## src/rtl/core_input_ctrl_pkg.sv

```systemverilog
// Shared definitions for the SHA-256 core input block buffer sequencer.
// Block geometry and the 2-bit controller state encoding.
package core_input_ctrl_pkg;

  localparam int BLK_WORDS = 16;

  typedef enum logic [1:0] {
    ST_IDLE  = 2'd0,
    ST_FILL  = 2'd1,
    ST_READY = 2'd2,
    ST_DRAIN = 2'd3
  } state_e;

endpackage

```

## src/rtl/core_input_ctrl.sv

```systemverilog
// Input block buffer sequencer: fills the 16-word buffer from the loader and
// drains it to the SHA-256 core, allowing the next block to refill behind the read pointer.
module core_input_ctrl
  import core_input_ctrl_pkg::*;
(
  input  logic        CLK,
  input  logic        RST,
  input  logic [31:0] in_data,
  input  logic        in_wr_en,
  output logic        in_full,
  output logic        err_overflow,
  output logic [31:0] buf_din,
  output logic        buf_wr_en,
  output logic [3:0]  buf_wr_addr,
  output logic        buf_rd_en,
  output logic [3:0]  buf_rd_addr,
  output logic        core_blk_ready,
  input  logic        core_start,
  output logic        core_word_valid,
  output logic [3:0]  core_word_idx,
  output logic        core_blk_done
);

  localparam logic [4:0] WR_FULL = 5'(BLK_WORDS);
  localparam logic [3:0] RD_LAST = 4'(BLK_WORDS - 1);

  state_e      state_q, state_d;
  logic [4:0]  wr_cnt_q, wr_cnt_d;
  logic [3:0]  rd_cnt_q, rd_cnt_d;
  logic        err_q, err_d;
  logic        word_valid_q, word_valid_d;
  logic [3:0]  word_idx_q, word_idx_d;
  logic        blk_done_q, blk_done_d;
  logic        in_full_s;
  logic        wr_accept_s;

  // Back-pressure depends only on state and counters, never on in_wr_en.
  always_comb begin
    in_full_s = 1'b1;
    case (state_q)
      ST_IDLE:  in_full_s = 1'b0;
      ST_FILL:  in_full_s = (wr_cnt_q >= WR_FULL);
      ST_READY: in_full_s = 1'b1;
      ST_DRAIN: in_full_s = !(wr_cnt_q < {1'b0, rd_cnt_q});
      default:  in_full_s = 1'b1;
    endcase
  end

  // A write landing on the reset edge is suppressed so reset never stores data.
  assign wr_accept_s = in_wr_en && !in_full_s && !RST;

  // Next-state, counter and registered-output logic.
  always_comb begin
    state_d      = state_q;
    rd_cnt_d     = rd_cnt_q;
    err_d        = err_q | (in_wr_en & in_full_s);
    word_valid_d = (state_q == ST_DRAIN);
    word_idx_d   = rd_cnt_q;
    blk_done_d   = (state_q == ST_DRAIN) && (rd_cnt_q == RD_LAST);
    if (wr_accept_s) begin
      wr_cnt_d = wr_cnt_q + 5'd1;
    end else begin
      wr_cnt_d = wr_cnt_q;
    end

    case (state_q)
      ST_IDLE: begin
        if (wr_accept_s) begin
          state_d = ST_FILL;
        end else begin
          state_d = ST_IDLE;
        end
      end
      ST_FILL: begin
        if (wr_cnt_d == WR_FULL) begin
          state_d = ST_READY;
        end else begin
          state_d = ST_FILL;
        end
      end
      ST_READY: begin
        if (core_start) begin
          state_d  = ST_DRAIN;
          rd_cnt_d = 4'd0;
          wr_cnt_d = 5'd0;
        end else begin
          state_d  = ST_READY;
        end
      end
      ST_DRAIN: begin
        rd_cnt_d = rd_cnt_q + 4'd1;
        if (rd_cnt_q == RD_LAST) begin
          if (wr_cnt_d == WR_FULL) begin
            state_d = ST_READY;
          end else if (wr_cnt_d != 5'd0) begin
            state_d = ST_FILL;
          end else begin
            state_d = ST_IDLE;
          end
        end else begin
          state_d = ST_DRAIN;
        end
      end
      default: begin
        state_d  = ST_IDLE;
        wr_cnt_d = 5'd0;
        rd_cnt_d = 4'd0;
      end
    endcase
  end

  // State and output registers with synchronous reset.
  always_ff @(posedge CLK) begin
    if (RST) begin
      state_q      <= ST_IDLE;
      wr_cnt_q     <= 5'd0;
      rd_cnt_q     <= 4'd0;
      err_q        <= 1'b0;
      word_valid_q <= 1'b0;
      word_idx_q   <= 4'd0;
      blk_done_q   <= 1'b0;
    end else begin
      state_q      <= state_d;
      wr_cnt_q     <= wr_cnt_d;
      rd_cnt_q     <= rd_cnt_d;
      err_q        <= err_d;
      word_valid_q <= word_valid_d;
      word_idx_q   <= word_idx_d;
      blk_done_q   <= blk_done_d;
    end
  end

  assign in_full         = in_full_s;
  assign err_overflow    = err_q;
  assign buf_din         = in_data;
  assign buf_wr_en       = wr_accept_s;
  assign buf_wr_addr     = wr_cnt_q[3:0];
  assign buf_rd_en       = (state_q == ST_DRAIN);
  assign buf_rd_addr     = rd_cnt_q;
  assign core_blk_ready  = (state_q == ST_READY);
  assign core_word_valid = word_valid_q;
  assign core_word_idx   = word_idx_q;
  assign core_blk_done   = blk_done_q;

endmodule

```

## config.mk

```make
export PLATFORM = sky130hd
export DESIGN_NAME = core_input_ctrl
export DESIGN_NICKNAME = d
export VERILOG_FILES = /design/src/rtl/core_input_ctrl_pkg.sv /design/src/rtl/core_input_ctrl.sv
export SDC_FILE = /design/constraint.sdc
export NUM_CORES = 1
export LEC_CHECK = 0
export CAP_MARGIN = 20
export CORE_MARGIN = 2
export CORE_UTILIZATION = 38
export CTS_BUF_LIST = sky130_fd_sc_hd__clkbuf_8 sky130_fd_sc_hd__clkbuf_16
export DETAILED_ROUTE_END_ITERATION = 6
export GPL_ROUTABILITY_DRIVEN = 0
export PLACE_DENSITY = 0.92
export SLEW_MARGIN = 20
export SYNTH_ARGS = -nofsm -noshare
export SYNTH_HDL_FRONTEND = slang
export SYNTH_SLANG_ARGS = --single-unit
export TNS_END_PERCENT = 1
```

## constraint.sdc

```tcl
create_clock -name CLK -period 3.05 [get_ports CLK]
set_input_delay 0.61 -clock CLK [delete_from_list [all_inputs] [get_ports CLK]]
set_output_delay 0.61 -clock CLK [all_outputs]
set_load 0.01 [all_outputs]
```

Word-level counts from Yosys, hierarchy flattened
Index checks and enable logic that the tools add are counted.
{ "word_totals": {"reg_bits": 18, "out_inout_bits": 51, "word_cells": 42} }
{ "classes": {"addsub": 2, "order_cmp": 2, "n_eq_ne": 6, "mux": 13, "n_bitwise": 2, "reduce_logical": 10} }
{ "op_table": {"columns": ["op", "n"], "rows": [
  ["$mux 5", 3],
  ["$pmux 2 s4", 1],
  ["$pmux 4 s2", 1],
  ["$mux 2", 3],
  ["$add 5x1->5 const B", 1],
  ["$eq 5x5->1 const B", 1],
  ["$ge 5x5->1 const B", 1],
  ["$lt 5x4->1", 1],
  ["$reduce_bool 5->1", 1],
  ["$add 4x1->4 const B", 1],
  ["$eq 2x2->1 const B", 2],
  ["$eq 4x4->1 const B", 1],
  ["$mux 4", 1],
  ["$pmux 1 s4", 1],
  ["$logic_and 1x1->1", 3],
  ["$logic_not 1->1", 3],
  ["$mux 1", 3],
  ["$eq 2x1->1 const B", 1],
  ["$logic_not 2->1", 1],
  ["$ne 2x1->1 const B", 1],
  ["$reduce_and 2->1", 1],
  ["$reduce_bool 2->1", 1],
  ["$and 1x1->1", 1],
  ["$or 1x1->1", 1]
]} }

Longest topological paths before layout
{ "logic_depth": {"word_depth": 12, "mapped_depth": 8, "depth_no_buf": 8} }

Worst setup path after synthesis
OpenSTA, ideal clock, no wires.
{ "synth_path": {"path_type": "flip-flop to output port", "start": "reg rd_cnt_q[3] (netlist: buf_rd_addr[3])", "end": "out buf_wr_en", "t_arrival_ps": 1671, "t_required_ps": 2440, "slack_ps": 769, "stages_incl_launch_ff": 7, "path_cell_list": "dfxtp_1 > inv_1 > ha_1 > or3b_1 > a221oi_1 > a21oi_1 > inv_1"} }
{ "synth_between": {"elab_chain_cells": 6} }
{ "synth_lines": {"columns": ["item", "line", "text"], "rows": [
  ["from (decl)", "core_input_ctrl.sv:29", "logic [3:0] rd_cnt_q, rd_cnt_d;"],
  ["from (signal assigned)", "core_input_ctrl.sv:125", "rd_cnt_q <= rd_cnt_d;"],
  ["$lt 5x4->1", "core_input_ctrl.sv:44", "ST_DRAIN: in_full_s = !(wr_cnt_q < {1'b0, rd_cnt_q});"],
  ["$logic_not 1->1", "core_input_ctrl.sv:44", null],
  ["$pmux 1 s4", "core_input_ctrl.sv:40", "case (state_q)"],
  ["$logic_not 1->1", "core_input_ctrl.sv:50", "assign wr_accept_s = in_wr_en && !in_full_s && !RST;"],
  ["$logic_and 1x1->1 (2 in a row)", "core_input_ctrl.sv:50", null],
  ["to (decl)", "core_input_ctrl.sv:13", "output logic buf_wr_en,"]
]} }
No other way between the ends.

Final worst setup path
{ "layout_path": {"start": "reg rd_cnt_q[2] (netlist: buf_rd_addr[2])", "end": "out in_full"} }
{ "layout_between": {"elab_chain_cells": 3} }
{ "layout_lines": {"columns": ["item", "line", "text"], "rows": [
  ["$lt 5x4->1", "core_input_ctrl.sv:44", null],
  ["$logic_not 1->1", "core_input_ctrl.sv:44", null],
  ["$pmux 1 s4", "core_input_ctrl.sv:40", null],
  ["to (decl)", "core_input_ctrl.sv:10", "output logic in_full,"]
]} }
No other way between the ends.

==> metrics.md <==
| Metric | Value |
|---|---|
| Synthesized area | `1240 um^2` |
| H-Tree Depth | `1` |
| Crit path largest cell delay | `0.48 ns` |
| CP startpoint | `buf_rd_addr[2]` |
| R2R cell count | `8` |
| Die ar. | `3750 um^2` |
| RSZ-0062 raised after global routing | `false` |
| Slew Limit Fails | `0` |
| Initial antenna violation count | `0` |
| Root buf cell | `clkbuf_8` |
| Clock slew at reported path FFs | `0.07 ns` |
| Hold/Removal Path Class | `reg -> reg` |
| Setup CP Type | `reg -> out` |
| Synth Area per Inst | `8.24 um^2` |
| Slew @ Worst Pin | `0.444 ns` |
| Final setup viols | `0` |
| Slew HR | `70.1%` |
| Worst Setup Start Kind | `flip-flop` |
| Via count | `943` |
| Starting Density | `40.4%` |
| Post-synth net total | `193` |
| Number of synthesized flops with an enable pin | `0` |
| CP Capture Type | `primary output` |
| Unique masters post-synth | `37` |
| # fillers | `309` |
| Starting DRT DRC Count | `36` |
| Grt peak-use layer | `met2` |
| Row Count | `20` |
| CP Data Arrival Time | `2.27 ns` |
| Worst path depth | `6` |
| Pin count of the biggest net entering global routing | `14` |
| Clock Sinks | `18` |
| Buffers on Ports | `22` |
| Final hold vios | `0` |
| HPWL Detailed | `1850 um` |
| Syn. warnings | `0` |
| Placement Setup Slack | `0.123 ns` |
| Final period util | `94.5%` |
| P&R area growth vs syn | `6.14%` |
| GR Layer Usage met3 | `3.99%` |
| RR Endpoint | `state_q[0]` |
| Register area share after synthesis | `29.0%` |
| Pwr dens | `361 nW/um^2` |
| Total Neg Setup Slack | `0 ns` |
| Met1 Use GR | `16.2%` |
| Antenna diodes | `0` |
| Final ANT Viol Nets | `0` |
| Leakage | `0.511 nW` |
| Post-synthesis async set-or-reset flop share | `0%` |
| Post-synthesis register bit count | `18` |
| Crit path cell chain | `inv_1, ha_1, or3_1, a31o_1, o21a_2, clkdlybuf4s50_1` |
| Commonest register cell after synthesis | `dfxtp_1` |
| CTS Buf Count | `3` |
| Clock Skew | `0.00248 ns` |
| Share of cells above drive strength 1 | `10.6%` |
| Clock Path Buffers | `2` |
| Reg2Reg Launch Point | `buf_rd_addr[3]` |
| Post-CTS Resized | `2` |
| DRC | `0` |
| Max FO, Critical Path | `6` |
| WL final | `2420 um` |
| Status | `finished, final reports clean` |
| CTS Hold Buffers Added | `0` |
| Via density per instance | `5.07` |
| GR Util met2 | `22.2%` |
| Post-CTS setup buffers | `0` |
| CP max stage cell | `clkdlybuf4s50_1` |
| First-pass GRT wire length | `3880 um` |
| Die extent in y | `61.2 um` |
| GRT Total Usage | `14.0%` |
| CTS tree | `built` |
| Number of nets in the layout | `185` |
| Clock Latency Late Sink | `0.26 ns` |
| Flop-to-flop setup slack | `0.86 ns` |
| Die width | `61.2 um` |
| Crit path setup slack, layout | `0.169 ns` |
| Tmin final | `2.88 ns` |
| Syn Inst Count | `151` |
| CP bufs+invs | `2` |
| Number of global-route vias before repair | `898` |
| Top-Level Pins | `87` |
| Fmax | `347 MHz` |
| Total gr overflow | `0` |
| Maximum VDD drop | `206 uV` |
| Largest delay contributor family on the critical path | `buffers and inverters` |
| Setup crit end | `in_full` |
| Routed length per placed instance | `13.0 um` |
| # Max-Cap Violations | `0` |
| Core footprint | `3080 um^2` |
| DR pass1 iterations | `4` |
| Data required, critical path | `2.44 ns` |
-- Yosys cell counts, types with 2 or more instances --
cell type	count	area share [%]
o31ai_1	2	1.2
nand3_1	3	1.2
nand2b_1	2	1.0
buf_4	37	22
nand4_1	3	1.5
nor4_1	2	1.0
nor2_1	14	4.2
nor2b_1	3	1.5
inv_1	10	3.0
or3_1	4	2.0
o211ai_1	2	1.2
o21ai_0	6	2.4
nand2_1	7	2.1
mux2i_1	3	2.4
a21oi_1	6	2.4
a22oi_1	3	1.8
ha_1	6	6.0
clkbuf_1	2	0.60
dfxtp_1	18	29
-- kinds of logic after synthesis --
kind of cell,Yosys count,synth area share (%)
AO/OA/AOI/OAI,28,15.4
XOR/XNOR,2,1.41
adder cells (fa/ha/maj),6,6.04
buffers and inverters,49,26.0
flip-flops,18,29.0
multiplexers,3,2.41
AND/OR/NAND/NOR,45,19.8
-- worst register-to-register path: stages, from the launching register on --
cell      delay (ns)
dfxtp_2         0.36
inv_1           0.06
ha_1            0.28
or3b_1          0.41
a221oi_1        0.30
a21oi_1         0.10
buf_4           0.15
mux2i_1         0.14
o31a_1          0.29
-- worst min-delay path by stage --
stage | startpoint | to | depth (start not counted)
global route | err_overflow | err_overflow | 2
floorplan | state_q[1] | core_word_valid | 2
detailed placement | err_overflow | err_overflow | 2
global placement | err_overflow | err_overflow | 2
CTS | err_overflow | err_overflow | 2
finish | err_overflow | err_overflow | 2
-- final cells by class --
cell class | count | area, um^2 | area share (%)
Tap cell | 44 | 55.1 | 4.17
Clock buffer | 4 | 55.1 | 4.17
Timing Repair Buffer | 26 | 249 | 18.9
Sequential cell | 18 | 363 | 27.5
Inverter | 10 | 37.5 | 2.84
Multi-Input combinational cell | 84 | 561 | 42.5
-- cells in the final DEF, fill, tap and decap left out, types with 2 or more instances in the layout --
master | Yosys | routed
dfxtp_1 | 18 | 16
nand2b_1 | 2 | 2
inv_1 | 10 | 10
o21ai_0 | 6 | 6
buf_4 | 37 | 4
a22oi_1 | 3 | 3
mux2i_1 | 3 | 3
nor2_1 | 14 | 14
dfxtp_2 | 0 | 2
clkdlybuf4s50_1 | 0 | 21
ha_1 | 6 | 6
o31ai_1 | 2 | 2
nand3_1 | 3 | 3
o211ai_1 | 2 | 2
nor2b_1 | 3 | 3
a21oi_1 | 6 | 6
nand2_1 | 7 | 7
nor4_1 | 2 | 2
or3_1 | 4 | 4
clkbuf_8 | 0 | 4
nand4_1 | 3 | 3
-- flip-flops by register name, indices dropped and copies added, names as in the netlist --
signal	cells
core_word_idx	4
core_word_valid	1
wr_cnt_q	5
state_q	2
core_blk_done	1
err_overflow	1
buf_rd_addr	4
-- stage by stage --
stage / cells / hold WS, ns / utilization [%] / total power [W] / instance area (um^2)
5_1_grt: 186 / 0.526 / 42.9 / 0.000491 / 1320
6_report: 186 / 0.484 / 42.9 / 0.000476 / 1320
2_1_floorplan: 151 / 0.493 / - / 0.000315 / 1240
3_5_place_dp: 182 / 0.463 / 41.1 / 0.000287 / 1260
4_1_cts: 186 / 0.487 / 42.8 / 0.000481 / 1320
3_3_place_gp: 182 / 0.455 / 41.1 / 0.000285 / 1260
-- routing by layer --
layer / up-vias / wire [um]
met2: 39 / 1120
met1: 427 / 1080
li1: 468 / -
met5: - / 0
met3: 9 / 165
met4: 0 / 60
-- where the power goes --
group	leakage (nW)	switching, W	internal (W)
combinational	0.336	0.0000188	0.0000186
clock	0.0288	0.0000803	0.000115
sequential	0.147	0.00000594	0.000238
Note: power is estimated with default switching activity, not from simulation.
